$ cat config.mk
export PLATFORM = sky130hd
export DESIGN_NAME = span_cmd_writer
export DESIGN_NICKNAME = d
export VERILOG_FILES = /design/src/rtl/span_cmd_writer_pkg.sv /design/src/rtl/span_cmd_writer_fifo.sv /design/src/rtl/span_cmd_writer.sv
export SDC_FILE = /design/constraint.sdc
export NUM_CORES = 1
export LEC_CHECK = 0
export CAP_MARGIN = 0
export CELL_PAD_IN_SITES_DETAIL_PLACEMENT = 0
export CELL_PAD_IN_SITES_GLOBAL_PLACEMENT = 1
export CORE_ASPECT_RATIO = 1.75
export CORE_UTILIZATION = 50
export CTS_BUF_LIST = sky130_fd_sc_hd__clkbuf_8
export DETAILED_ROUTE_END_ITERATION = 8
export PLACE_DENSITY_LB_ADDON = 0.05
export SLEW_MARGIN = 15
export SYNTH_ARGS = -nofsm -noshare
export SYNTH_HDL_FRONTEND = slang
export SYNTH_HIERARCHICAL = 1
export SYNTH_SLANG_ARGS = --single-unit
$ cat constraint.sdc
create_clock -name clk -period 3.25 [get_ports clk]
set_input_delay 0.4875 -clock clk [delete_from_list [all_inputs] [get_ports clk]]
set_output_delay 0.4875 -clock clk [all_outputs]
set_load 0.05 [all_outputs]
$ cat src/rtl/span_cmd_writer_pkg.sv
// Shared definitions for the span command writer and the command-queue reader:
// frame geometry, command word field positions, FSM encoding and word builders.
package span_cmd_writer_pkg;

    localparam int SCW_LINES    = 120;
    localparam int SCW_WIDTH    = 160;

    localparam int W0_LINE_LSB  = 8;
    localparam int W0_LEFT_LSB  = 0;
    localparam int W1_COLOR_LSB = 13;
    localparam int W1_RIGHT_LSB = 0;

    localparam int REQ_BITS     = 26;

    typedef enum logic [2:0] {
        IDLE,
        SPAN_W0,
        SPAN_W1,
        CLR_W0,
        CLR_W1
    } state_t;

    typedef struct packed {
        logic [2:0] color;
        logic [6:0] line;
        logic [7:0] left;
        logic [7:0] right;
    } span_req_t;

    function automatic logic [15:0] make_w0(input logic [6:0] line, input logic [7:0] left);
        logic [15:0] w;
        w = '0;
        w[W0_LINE_LSB +: 7] = line;
        w[W0_LEFT_LSB +: 8] = left;
        return w;
    endfunction

    function automatic logic [15:0] make_w1(input logic [2:0] color, input logic [7:0] right);
        logic [15:0] w;
        w = '0;
        w[W1_COLOR_LSB +: 3] = color;
        w[W1_RIGHT_LSB +: 8] = right;
        return w;
    endfunction

endpackage

$ cat src/rtl/span_cmd_writer_fifo.sv
// Request FIFO holding normalised span requests; pointers carry one extra
// wrap bit so full and empty are distinguishable.
module span_req_fifo #(
    parameter int DEPTH = 4,
    parameter int DW    = 26
) (
    input  logic          clk,
    input  logic          reset,
    input  logic          push,
    input  logic [DW-1:0] din,
    input  logic          pop,
    output logic [DW-1:0] dout,
    output logic          full,
    output logic          empty
);

    localparam int AW = $clog2(DEPTH);

    logic [DW-1:0] r_mem [DEPTH];
    logic [AW:0]   r_wr_ptr;
    logic [AW:0]   r_rd_ptr;
    logic          w_push;
    logic          w_pop;

    assign empty  = (r_wr_ptr == r_rd_ptr);
    assign full   = (r_wr_ptr[AW] != r_rd_ptr[AW]) &&
                    (r_wr_ptr[AW-1:0] == r_rd_ptr[AW-1:0]);
    assign w_push = push && !full;
    assign w_pop  = pop && !empty;
    assign dout   = r_mem[r_rd_ptr[AW-1:0]];

    always_ff @(posedge clk or negedge reset) begin
        if (!reset) begin
            r_wr_ptr <= '0;
            r_rd_ptr <= '0;
        end else begin
            if (w_push) r_wr_ptr <= r_wr_ptr + (AW+1)'(1);
            if (w_pop)  r_rd_ptr <= r_rd_ptr + (AW+1)'(1);
        end
    end

    always_ff @(posedge clk) begin
        if (w_push) r_mem[r_wr_ptr[AW-1:0]] <= din;
    end

endmodule

$ cat src/rtl/span_cmd_writer.sv
// Turns span requests and full-screen clear pulses into two-word commands for
// a downstream command queue, honouring its full backpressure.
module span_cmd_writer
    import span_cmd_writer_pkg::*;
#(
    parameter int DEPTH = 4,
    parameter int LINES = SCW_LINES,
    parameter int WIDTH = SCW_WIDTH
) (
    input  logic        clk,
    input  logic        reset,
    input  logic        req_valid,
    output logic        req_ready,
    input  logic [6:0]  req_line,
    input  logic [7:0]  req_left,
    input  logic [7:0]  req_right,
    input  logic [2:0]  req_color,
    input  logic        clear_req,
    input  logic [2:0]  clear_color,
    output logic        we,
    output logic [15:0] data,
    input  logic        full,
    output logic        busy,
    output logic        err_drop
);

    localparam logic [6:0] LAST_LINE = 7'(LINES - 1);
    localparam logic [7:0] MAX_X     = 8'(WIDTH - 1);

    state_t      r_state;
    logic [15:0] r_data;
    logic        r_we;
    logic        r_err;
    logic        r_clr_pend;
    logic [2:0]  r_clr_color;
    logic [2:0]  r_fill_color;
    logic [6:0]  r_line_cnt;
    span_req_t   r_cur;

    logic        w_fifo_full;
    logic        w_fifo_empty;
    logic        w_in_clear;
    logic        w_accept;
    logic        w_push;
    logic        w_pop;
    logic        w_write;
    logic [7:0]  w_lo;
    logic [7:0]  w_hi;
    span_req_t   w_req;
    span_req_t   w_head;

    assign w_in_clear = (r_state == CLR_W0) || (r_state == CLR_W1);
    assign req_ready  = !w_fifo_full && !w_in_clear;
    assign w_accept   = req_valid && req_ready;
    assign w_push     = w_accept && (req_line <= LAST_LINE);
    assign w_pop      = (r_state == IDLE) && !r_clr_pend && !w_fifo_empty;
    // A word only moves when the queue has room, so we is masked by full.
    assign w_write    = r_we && !full;

    assign we       = w_write;
    assign data     = r_data;
    assign err_drop = r_err;
    assign busy     = !w_fifo_empty || (r_state != IDLE) || r_clr_pend;

    always_comb begin
        w_lo = (req_left > req_right) ? req_right : req_left;
        w_hi = (req_left > req_right) ? req_left  : req_right;
        if (w_lo > MAX_X) w_lo = MAX_X;
        if (w_hi > MAX_X) w_hi = MAX_X;
        w_req       = '0;
        w_req.color = req_color;
        w_req.line  = req_line;
        w_req.left  = w_lo;
        w_req.right = w_hi;
    end

    span_req_fifo #(
        .DEPTH (DEPTH),
        .DW    (REQ_BITS)
    ) u_fifo (
        .clk   (clk),
        .reset (reset),
        .push  (w_push),
        .din   (w_req),
        .pop   (w_pop),
        .dout  (w_head),
        .full  (w_fifo_full),
        .empty (w_fifo_empty)
    );

    always_ff @(posedge clk or negedge reset) begin
        if (!reset) begin
            r_state      <= IDLE;
            r_data       <= '0;
            r_we         <= 1'b0;
            r_err        <= 1'b0;
            r_clr_pend   <= 1'b0;
            r_clr_color  <= '0;
            r_fill_color <= '0;
            r_line_cnt   <= '0;
            r_cur        <= '0;
        end else begin
            r_err <= w_accept && (req_line > LAST_LINE);
            case (r_state)
                IDLE: begin
                    if (r_clr_pend) begin
                        r_clr_pend   <= 1'b0;
                        r_fill_color <= r_clr_color;
                        r_line_cnt   <= '0;
                        r_data       <= make_w0(7'd0, 8'd0);
                        r_we         <= 1'b1;
                        r_state      <= CLR_W0;
                    end else if (!w_fifo_empty) begin
                        r_cur   <= w_head;
                        r_data  <= make_w0(w_head.line, w_head.left);
                        r_we    <= 1'b1;
                        r_state <= SPAN_W0;
                    end
                end
                SPAN_W0: if (w_write) begin
                    r_data  <= make_w1(r_cur.color, r_cur.right);
                    r_state <= SPAN_W1;
                end
                SPAN_W1: if (w_write) begin
                    r_we    <= 1'b0;
                    r_state <= IDLE;
                end
                CLR_W0: if (w_write) begin
                    r_data  <= make_w1(r_fill_color, MAX_X);
                    r_state <= CLR_W1;
                end
                CLR_W1: if (w_write) begin
                    if (r_line_cnt == LAST_LINE) begin
                        r_we       <= 1'b0;
                        r_line_cnt <= '0;
                        r_state    <= IDLE;
                    end else begin
                        r_line_cnt <= r_line_cnt + 7'd1;
                        r_data     <= make_w0(r_line_cnt + 7'd1, 8'd0);
                        r_state    <= CLR_W0;
                    end
                end
                default: r_state <= IDLE;
            endcase
            // Placed after the case so a pulse coinciding with the start of a clear re-arms.
            if (clear_req && !w_in_clear) begin
                r_clr_pend  <= 1'b1;
                r_clr_color <= clear_color;
            end
        end
    end

endmodule

==> Implementation_results.wiki, run 1 <==
{| class="wikitable"
! Metric !! Value
|-
| Status || finished clean
|-
| Largest vdd supply drop || between 0.0003 and 0.0004 V
|-
| TritonCTS clock tree || built
|-
| First-pass GRT wire length || approximately 24 mm
|-
| Number of diodes || 0
|-
| Total iterations of the first detailed-routing run || 4
|-
| Setup violators final || 0
|-
| Violation count after the first detailed-route iteration || 200
|-
| Unrepaired setup endpoints after global routing || no
|-
| Number of register bits inferred by synthesis || approximately 160
|-
| Last weighted congestion value of the routability-driven placer || 0.791
|-
| Number of antenna violations at the first check in global routing || 0
|-
| Kind of end point of the critical path || primary output
|-
| Residual DRC || 0
|-
| Fmax achieved || between 0.3 and 0.4 GHz
|-
| Post-DR wirelength/cell || around 19 um
|-
| Top cell type by total area after synthesis || sky130_fd_sc_hd__edfxtp_1
|-
| Vias in the first global route || approximately 4500
|-
| Final Hold Vio Count || 0
|-
| Die Span Y || between 150 and 200 um
|-
| Sum Neg Setup Slack || 0 ns
|-
| Area of the mapped netlist || between 6000 and 7000 sq um
|-
| Final core area utilization || around three fifths
|-
| Leading cell type by number of instances after synthesis || sky130_fd_sc_hd__edfxtp_1
|-
| All-Layer GR Usage || between 20% and 30%
|-
| Hold Crit Class || in2async
|-
| Share of synthesized area occupied by flip-flops and latches || a little under two thirds
|-
| Number of nets with antenna violations after detailed routing || 0
|-
| Commonest cells post-synth || sky130_fd_sc_hd__edfxtp_1 (104), sky130_fd_sc_hd__nand2_1 (63), sky130_fd_sc_hd__dfrtp_1 (52)
|-
| Synth Warn # || 6
|-
| Clock-pin slew reported for the worst setup and hold paths after clock tree synthesis || approximately 0.1 ns
|-
| Worst setup timing slack at the placement stage || 0.588 ns
|-
| Floorplan Core Area || about 14000 sq um
|-
| Initial core utilization || a little over 50%
|-
| Total power || slightly below 8 mW
|-
| CTS H-tree lvls || 4
|-
| Core Rows || 56
|-
| Worst-path cell chain || xor2_2 -> nor3_1 -> nand2b_1 -> or3_1 -> buf_4
|-
| Die outline area || roughly 14000 sq um
|-
| Via density per instance || about 5.6
|-
| Most used flip-flop cell after synthesis || sky130_fd_sc_hd__edfxtp_1
|-
| Max FO, Critical Path || 6
|-
| I/O pins || 54
|-
| Synth-to-Final Area Change || 17.7%
|-
| Setup clock skew after layout || ~0.016 ns
|-
| Static leakage || just over 3 nW
|-
| Setup fix buffers added after clock tree synthesis || 0
|-
| Critical path launch point type || flop
|-
| Final Net Count || between 600 and 700
|-
| Vias after detailed routing || around 4300
|-
| Data required time of the worst path || between 2 and 3 ns
|-
| Least-Margin Pin Slew || 0.673 ns
|-
| Clk sink count || about 160
|-
| Root buffer cell || sky130_fd_sc_hd__clkbuf_8
|-
| Max incr delay on CP || around 0.48 ns
|-
| Maximum capacitance violations || 0
|-
| Net count after synthesis || 549
|-
| Asr flop ratio synth || 33.3%
|-
| Port buffer count || 53
|-
| Biggest area contributors in the synthesized netlist || sky130_fd_sc_hd__edfxtp_1 (45%), sky130_fd_sc_hd__dfrtp_1 (19%), sky130_fd_sc_hd__mux4_2 (8.4%), sky130_fd_sc_hd__nand2_1 (3.4%), sky130_fd_sc_hd__ha_1 (2.5%)
|-
| Cell family contributing the most delay on the critical path || simple AND/OR/NAND/NOR gates
|-
| Number of enable-type register cells in the synthesized netlist || 104
|-
| Number of filler instances in the final layout || 1084
|-
| Clk buf depth || 2
|-
| Number of instances in the synthesized netlist || approximately 500
|-
| Slowest library cell on the worst path || sky130_fd_sc_hd__dfrtp_1
|-
| Count of final max-slew check failures || 0
|-
| Quantity of gates resized following cts || 0
|-
| Type of the worst setup path || reg2out
|-
| Worst Path Arrival || 2.25 ns
|-
| Final Routed Wirelength || between 10 and 15 mm
|-
| Share of the synthesized area in the top cell type || between 40% and 50%
|-
| Rel. slew slack || between 50% and 60%
|-
| Fraction of final layout cells sized beyond drive strength 1 || around 17%
|-
| Mean post-synth cell area || about 14 sq um
|-
| Time the worst path needs with I/O delays and setup || between 2 and 3 ns
|-
| TritonCTS Buffers || 17
|-
| HPWL after detailed placement || between 9 and 10 mm
|-
| Overflow after GRT || 0
|-
| Power per unit of standard cell area || roughly 940 nW/um^2
|-
| CTS hold repair buffers || 0
|-
| Pin count of the biggest net entering global routing || 31
|-
| Die extent in x || roughly 91 um
|-
| Count of buffering cells on the critical path with inverters included || 1
|-
| Number of distinct library cells after synthesis || between 50 and 60
|-
| Final period util || approximately 84%
|-
| Clock latency on the worst-skew pair || around 0.45 ns
|-
| Setup ws final || around 0.52 ns
|}
per-stage QoR:
step,hold slack [ns],instance area [sq um],instances
final,0.0213,8220,757
after global routing,0.0490,8220,757
after CTS,0.0192,8220,757
after detailed placement,0.465,7770,725
after global placement,0.455,7770,725
after floorplan,0.192,7000,501
where the power goes:
group	total [mW]	switching [mW]	internal, mW
logic	3.12	1.85	1.27
clock network	1.57	0.825	0.740
registers	3.07	0.355	2.72
per-layer routing:
metal	vias to the layer above	track usage (%)	routed length [um]
li1	2008	-	-
met1	2128	24.3	5480
met2	100	42.0	8110
met3	23	3.58	428
met4	0	9.15	320
met5	-	0	0
registers in the layout, summed over array words and instances (netlist names):
| signal | count |
|---|---|
| r_we | 1 |
| r_state | 3 |
| data | 16 |
| err_drop | 1 |
| u_fifo/r_wr_ptr | 3 |
| u_fifo/r_rd_ptr | 3 |
| r_line_cnt | 7 |
| u_fifo/r_mem | 104 |
| r_clr_color | 3 |
| r_clr_pend | 1 |
| r_fill_color | 3 |
| r_cur | 11 |
layout make-up:
| cell class | count | area [sq um] | share of cell area (%) |
|---|---|---|---|
| flip-flops and latches | 156 | 4430 | 53.8 |
| well taps | 174 | 218 | 2.65 |
| clock inverters | 15 | 214 | 2.60 |
| clock buffers | 17 | 234 | 2.85 |
| multi-input cells | 307 | 2380 | 29.0 |
| repair buffers | 71 | 681 | 8.28 |
| inverters | 17 | 63.8 | 0.776 |
layout by cell type, fill, tap and decap left out, types with 3 or more instances in the layout:
cell type,n
sky130_fd_sc_hd__edfxtp_1,104
sky130_fd_sc_hd__nand2_1,63
sky130_fd_sc_hd__dfrtp_1,51
sky130_fd_sc_hd__clkdlybuf4s50_1,50
sky130_fd_sc_hd__nor2_1,37
sky130_fd_sc_hd__a21oi_1,28
sky130_fd_sc_hd__mux4_2,26
sky130_fd_sc_hd__o21ai_0,19
sky130_fd_sc_hd__buf_4,18
sky130_fd_sc_hd__clkbuf_8,17
sky130_fd_sc_hd__inv_1,16
sky130_fd_sc_hd__mux2i_1,16
sky130_fd_sc_hd__ha_1,14
sky130_fd_sc_hd__mux2_2,9
sky130_fd_sc_hd__nand2b_1,8
sky130_fd_sc_hd__nand3_1,7
sky130_fd_sc_hd__o31ai_1,7
sky130_fd_sc_hd__xnor2_1,6
sky130_fd_sc_hd__a31oi_1,6
sky130_fd_sc_hd__and3_1,5
sky130_fd_sc_hd__a22oi_1,5
sky130_fd_sc_hd__o22ai_1,5
sky130_fd_sc_hd__xor2_1,5
sky130_fd_sc_hd__inv_6,5
sky130_fd_sc_hd__clkinv_8,4
sky130_fd_sc_hd__inv_8,4
sky130_fd_sc_hd__nand4_1,3
sky130_fd_sc_hd__nor2b_1,3
sky130_fd_sc_hd__nand3b_1,3
sky130_fd_sc_hd__o221ai_1,3
sky130_fd_sc_hd__nor3_1,3
logic make-up (layout without fill, tap and decap cells):
group	Yosys count	after routing	share of synthesized area, %
compound gates	89	89	8.13
xor+xnor	14	14	2.08
fa+ha+maj	14	14	2.51
buf+inv	38	120	2.71
flops	156	156	63.4
mux	51	51	12.1
simple gates	139	139	9.08
path summary, 6_finish.rpt:
path,from,endpoint,slack (ns),cells past startpoint
min in group clk,r_cur[3],r_cur[3],0.49,2
setup / recovery,u_fifo/r_wr_ptr[2],busy,0.52,5
hold / removal,reset,r_line_cnt[1],0.02,1
setup reg to reg,u_fifo/r_wr_ptr[2],data[7],0.76,8
hold reg to reg,r_cur[3],r_cur[3],0.49,2
max in group asynchronous,reset,u_fifo/r_rd_ptr[0],2.56,2
Power figures use the tool's default switching activity.
==> run 2: changes to the inputs <==
- clock period: 3.25 -> 2.64 ns (I/O delays scaled with it)
==> run 2 against run 1 <==
  * Sequential power rose by 22%
  * Utilization up 0.98 points
  * Clock power up 7%
  * Largest power group unchanged
  * Via count up 0.80%
  * Critical endpoint unchanged
  * Critical path depth is the same
  * Clock skew increased by 0.0021 ns
  * Die area unchanged
  * Routed wire length fell by 1.0%
  * Count of clock-buffer cells in the layout up 1
==> Implementation_results.wiki, run 2 (synthesized netlist as in run 1, its figures left out) <==
{| class="wikitable"
! Metric !! Value
|-
| Residual DRC || 0 (unchanged)
|-
| Initial core utilization || 51.6% (unchanged)
|-
| Clock-pin slew reported for the worst setup and hold paths after clock tree synthesis || 0.10 ns (about the same)
|-
| Total power || 9.57 mW (+23%)
|-
| End point of the critical path || busy
|-
| Max FO, Critical Path || 6 (unchanged)
|-
| Fmax achieved || 0.413 GHz
|-
| Setup fix buffers added after clock tree synthesis || 0 (unchanged)
|-
| Fraction of final layout cells sized beyond drive strength 1 || 20.5% (+3.0 points)
|-
| HPWL after detailed placement || 10.2 mm (+2.6%)
|-
| Data required time of the worst path || 2.24 ns (-0.52 ns)
|-
| Kind of end point of the critical path || primary output
|-
| Die outline area || 14500 sq um (unchanged)
|-
| Maximum capacitance violations || 0 (unchanged)
|-
| Clock latency on the worst-skew pair || 0.45 ns (about the same)
|-
| Pin count of the biggest net entering global routing || 35 (+13%)
|-
| Hold Crit Class || in2async
|-
| Status || finished clean
|-
| Largest vdd supply drop || 0.000579 V (+64%)
|-
| Crit path from || u_fifo/r_rd_ptr[0]
|-
| Synth-to-Final Area Change || 19.6%
|-
| Least-Margin Pin Slew || 0.607 ns (-0.0661 ns)
|-
| Setup ws final || 0.218 ns (-0.298 ns)
|-
| Vias in the first global route || 4473 (-1.1%)
|-
| Die extent in x || 91.3 um (unchanged)
|-
| Reg-to-reg critical path startpoint || u_fifo/r_wr_ptr[2]
|-
| Clk sink count || 156 (unchanged)
|-
| Setup clock skew after layout || 0.0185 ns (+0.00210 ns)
|-
| Critical path launch point type || flop
|-
| Final Routed Wirelength || 14.2 mm (-1.0%)
|-
| Via density per instance || 5.58 (-0.77%)
|-
| Number of diodes || 0 (unchanged)
|-
| Port buffer count || 53 (unchanged)
|-
| Root buffer cell || sky130_fd_sc_hd__clkbuf_8
|-
| TritonCTS clock tree || built
|-
| Violation count after the first detailed-route iteration || 193 (-3.5%)
|-
| Final Hold Vio Count || 0 (unchanged)
|-
| Die Span Y || 158 um (unchanged)
|-
| Minimum setup slack among reg-to-reg paths || 0.27 ns (-0.49 ns)
|-
| Setup violators final || 0 (unchanged)
|-
| Clk buf depth || 2 (unchanged)
|-
| Vias after detailed routing || 4293 (+0.80%)
|-
| Worst Path Arrival || 2.03 ns (-0.22 ns)
|-
| Floorplan Core Area || 13500 sq um (unchanged)
|-
| Last weighted congestion value of the routability-driven placer || 0.812 (+2.6%)
|-
| Worst Reg-to-Reg Cells || 8 (unchanged)
|-
| Core Rows || 56 (unchanged)
|-
| Overflow after GRT || 0 (unchanged)
|-
| Worst setup timing slack at the placement stage || -0.00990 ns (-0.598 ns)
|-
| First-pass GRT wire length || 22.9 mm (-3.2%)
|-
| Time the worst path needs with I/O delays and setup || between 2 and 2.5 ns
|-
| Type of the worst setup path || reg2out
|-
| TritonCTS Buffers || 17 (unchanged)
|-
| Power per unit of standard cell area || 1150 nW/um^2 (+21%)
|-
| Most frequent standard cell in the layout excluding fill and tap cells || sky130_fd_sc_hd__edfxtp_1
|-
| Number of filler instances in the final layout || 1045 (-3.6%)
|-
| Combined area of the multi-input logic cells || 2420 sq um (+1.7%)
|-
| Final Net Count || 630 (+1.9%)
|-
| Largest register FFs || 104 (unchanged)
|-
| Rel. slew slack || 59.3% (+4.2 points)
|-
| I/O pins || 54 (unchanged)
|-
| Final period util || 91.7%
|-
| Unrepaired setup endpoints after global routing || no
|-
| Static leakage || 3.13 nW (+2.0%)
|-
| All-Layer GR Usage || 21.5% (-0.63 points)
|-
| Number of antenna violations at the first check in global routing || 0 (unchanged)
|-
| Footprint of the flip-flops and latches || 4430 sq um (about the same)
|-
| Total iterations of the first detailed-routing run || 4 (unchanged)
|-
| Critical register-to-register path endpoint || u_fifo/r_mem[3][23]
|-
| Number of nets with antenna violations after detailed routing || 0 (unchanged)
|-
| Post-DR wirelength/cell || 18.5 um (-2.6%)
|-
| Count of final max-slew check failures || 0 (unchanged)
|-
| Leading cell types in the layout, fill and taps excluded || sky130_fd_sc_hd__edfxtp_1 (104), sky130_fd_sc_hd__nand2_1 (62), sky130_fd_sc_hd__dfrtp_1 (50)
|-
| CTS H-tree lvls || 4 (unchanged)
|}
-- run 2: cell types whose count changed in the layout (fill, tap and decap cells not counted), sizes merged --
cell,previous run,this run
dlygate4sd3,0,1
bufinv,2,0
clkbuf,17,18
clkdlybuf4s50,50,49
clkinvlp,0,1
clkinv,4,2
buf,21,33
inv,26,28
-- run 2: power by group --
part	internal, mW	total (mW)	switching (mW)
registers	3.35	3.74	0.395
logic	1.77	4.15	2.38
clock network	0.716	1.68	0.963
total	5.83	9.57	3.74
-- run 2: timing repair --
action	in CTS	in global routing
resized for setup	0	2
endpoints found under the setup margin	0	1
hold buffers	1	0
endpoints found under the hold margin	18	0
-- run 2: how the worst min path moves through the flow --
stage	from	endpoint	slack (ns)	cells past startpoint
after floorplan	reset	data[0]	0.10	0
after global placement	reset	data[9]	0.39	1
after detailed placement	reset	data[9]	0.39	1
after CTS	reset	data[9]	0.42	2
after global routing	reset	r_cur[6]	0.46	2
final	reset	data[9]	0.43	2
-- run 2: area by class of cell --
class,instances,area share (%)
timing repair buffer,83,10.1
clock inverter,14,1.51
sequential,156,53.0
multi-input combinational,307,29.0
clock buffer,18,2.97
inverter,17,0.764
tap,174,2.61
-- run 2: stage by stage --
stage	area, sq um	hold slack, ns	instances	setup TNS [ns]	util, %
after floorplan	7040	0.100	501	-3.18	-
after global placement	7960	0.385	736	0	58.9
after detailed placement	7960	0.389	736	-0.0395	58.9
after CTS	8350	0.417	769	0	61.7
after global routing	8350	0.457	769	0	61.8
final	8350	0.426	769	0	61.8
-- run 2: worst max-delay path: stages (launching register included) --
cell                       delay, ns
sky130_fd_sc_hd__dfrtp_2        0.50
sky130_fd_sc_hd__xor2_2         0.25
sky130_fd_sc_hd__nor3_2         0.22
sky130_fd_sc_hd__nand2b_1       0.11
sky130_fd_sc_hd__or3_1          0.31
sky130_fd_sc_hd__buf_4          0.19
-- run 2: routing by layer --
metal	track usage (%)	wire length [um]	part of all wire (%)
met5	0	0	0
met2	40.8	7910	56
met4	8.09	289	2.0
met1	23.7	5540	39
met3	3.82	456	3.2
==> run 3: changes to the inputs <==
- CELL_PAD_IN_SITES_DETAIL_PLACEMENT: 0 -> not set
- CELL_PAD_IN_SITES_GLOBAL_PLACEMENT: 1 -> not set
- CORE_UTILIZATION: 50 -> 52
==> run 3 against run 2 <==
  * Total power is 1.1% higher
  * Critical endpoint unchanged
  * Sequential share of layout area is 0.42 points higher
  * Largest power group unchanged
  * Register-to-register slack hardly changed
  * Highest routed layer unchanged
  * First-iteration DRC count is 3.6% higher
  * Via count is 0.44% higher
  * Routed wire length is 6.4% higher
  * Critical path depth is 1 higher
==> Implementation_results.wiki, run 3 (synthesized netlist as in run 1, its figures left out) <==
{| class="wikitable"
! Metric !! Value
|-
| TritonCTS clock tree || built
|-
| Number of antenna violations at the first check in global routing || 0 (unchanged)
|-
| Via density per instance || 5.67 (+1.6%)
|-
| Fraction of final layout cells sized beyond drive strength 1 || 19.5% (-0.98 points)
|-
| Power per unit of standard cell area || 1170 nW/um^2 (+1.9%)
|-
| Die outline area || 13900 sq um (-3.8%)
|-
| Setup clock skew after layout || 0.0186 ns (+0.000143 ns)
|-
| Reg-to-reg critical path startpoint || u_fifo/r_rd_ptr[0]
|-
| Hold Crit Class || reg2reg
|-
| Static leakage || 3.10 nW (-1.1%)
|-
| Count of final max-slew check failures || 0 (unchanged)
|-
| Minimum setup slack among reg-to-reg paths || 0.28 ns (about the same)
|-
| Crit path from || u_fifo/r_wr_ptr[0]
|-
| Fmax achieved || 0.393 GHz (-4.9%)
|-
| I/O pins || 54 (unchanged)
|-
| Vias after detailed routing || 4312 (+0.44%)
|-
| Final Hold Vio Count || 0 (unchanged)
|-
| Least-Margin Pin Slew || 1.12 ns (+0.512 ns)
|-
| Port buffer count || 53 (unchanged)
|-
| Type of the worst setup path || reg2out
|-
| Synth-to-Final Area Change || 18.7%
|-
| First-pass GRT wire length || 24.0 mm (+4.5%)
|-
| TritonCTS Buffers || 17 (unchanged)
|-
| Initial core utilization || 53.7% (+2.1 points)
|-
| Rel. slew slack || 25.0% (-34 points)
|-
| Critical path launch point type || flop
|-
| Data required time of the worst path || 2.24 ns (about the same)
|-
| Final core area utilization || 63.7% (+2.0 points)
|-
| Status || finished clean
|-
| Last weighted congestion value of the routability-driven placer || 0.868 (+6.9%)
|-
| Worst hold start || r_cur[0]
|-
| Final Routed Wirelength || 15.1 mm (+6.4%)
|-
| Vias in the first global route || 4606 (+3.0%)
|-
| Die extent in x || 89.6 um (-1.9%)
|-
| Total iterations of the first detailed-routing run || 4 (unchanged)
|-
| Leading cell types in the layout, fill and taps excluded || sky130_fd_sc_hd__edfxtp_1 (104), sky130_fd_sc_hd__nand2_1 (62), sky130_fd_sc_hd__dfrtp_1 (50)
|-
| Clk sink count || 156 (unchanged)
|-
| Violation count after the first detailed-route iteration || 200 (+3.6%)
|-
| Sum Neg Setup Slack || 0 ns (unchanged)
|-
| Root buffer cell || sky130_fd_sc_hd__clkbuf_8
|-
| Kind of end point of the critical path || primary output
|-
| Setup violators final || 0 (unchanged)
|-
| Floorplan Core Area || 13000 sq um (-3.8%)
|-
| Unrepaired setup endpoints after global routing || no
|-
| Number of nets with antenna violations after detailed routing || 0 (unchanged)
|-
| Total power || 9.67 mW (+1.1%)
|-
| Largest vdd supply drop || 0.000383 V (-34%)
|-
| Worst Path Arrival || 2.15 ns (+0.12 ns)
|-
| Final Net Count || 624 (-0.95%)
|-
| HPWL after detailed placement || 10.4 mm (+2.6%)
|-
| Die Span Y || 155 um (-1.9%)
|-
| Overflow after GRT || 0 (unchanged)
|-
| Clock latency on the worst-skew pair || 0.45 ns (about the same)
|-
| Post-DR wirelength/cell || 19.9 um (+7.7%)
|-
| Clk buf depth || 2 (unchanged)
|-
| All-Layer GR Usage || 24.0% (+2.6 points)
|-
| CTS H-tree lvls || 4 (unchanged)
|-
| Maximum capacitance violations || 0 (unchanged)
|-
| Core Rows || 55 (-1.8%)
|-
| Most frequent standard cell in the layout excluding fill and tap cells || sky130_fd_sc_hd__edfxtp_1
|-
| Pin count of the biggest net entering global routing || 31 (-11%)
|-
| Time the worst path needs with I/O delays and setup || 2.55 ns (+0.125 ns)
|-
| Number of diodes || 0 (unchanged)
|-
| Final period util || 96.5% (+4.7 points)
|-
| Clock-pin slew reported for the worst setup and hold paths after clock tree synthesis || 0.09 ns (about the same)
|-
| Largest register FFs || 104 (unchanged)
|-
| Max FO, Critical Path || 6 (unchanged)
|-
| Residual DRC || 0 (unchanged)
|}
## run 3: power by group
group	switching [mW]	internal [mW]
registers	0.352	3.36
clock network	0.979	0.783
logic	2.50	1.71
total	3.83	5.84
## run 3: final timing paths
check,end,depth (start not counted)
max,busy,6
min,r_cur[0],2
max reg2reg,u_fifo/r_mem[1][17],6
min reg2reg,r_cur[0],2
max in group asynchronous,r_clr_color[0],3
min in group asynchronous,data[12],2
## run 3: final cells by class
class	instances	area, sq um
Fill cell	978	4720
Sequential cell	156	4430
Multi-Input combinational cell	307	2430
Timing Repair Buffer	77	763
Clock buffer	17	234
Tap cell	171	214
Clock inverter	15	155
Inverter	17	63.8
## run 3: repair_timing
action	in CTS	in global routing
gates resized for setup	1	2
setup buffers	0	0
hold endpoints to repair	25	0
cloned	0	0
hold buffers	1	0
setup endpoints to repair	1	1
## run 3: metal layers
metal	up-vias	global-route usage, %	routed length, um
li1	2025	-	-
met1	2175	25.9	5670
met2	89	44.9	8680
met3	23	3.66	356
met4	0	10.1	410
met5	-	0	0
## run 3: stage by stage
stage	cells	area, sq um	hold WS [ns]	worst slack (ns)
after floorplan	501	7040	0.100	-0.121
after global placement	727	7880	0.454	0.107
after detailed placement	727	7880	0.466	0.0212
after CTS	760	8280	0.487	0.0247
after global routing	760	8290	0.504	0.0215
final	760	8290	0.485	0.0937
## run 3: critical path, cell delays in order, from the launching register on
cell and delay [ns]:
sky130_fd_sc_hd__dfrtp_1 0.45, sky130_fd_sc_hd__buf_4 0.19, sky130_fd_sc_hd__xor2_2 0.19, sky130_fd_sc_hd__nor3_4 0.23
sky130_fd_sc_hd__nand2b_1 0.12, sky130_fd_sc_hd__or3_1 0.32, sky130_fd_sc_hd__buf_4 0.20
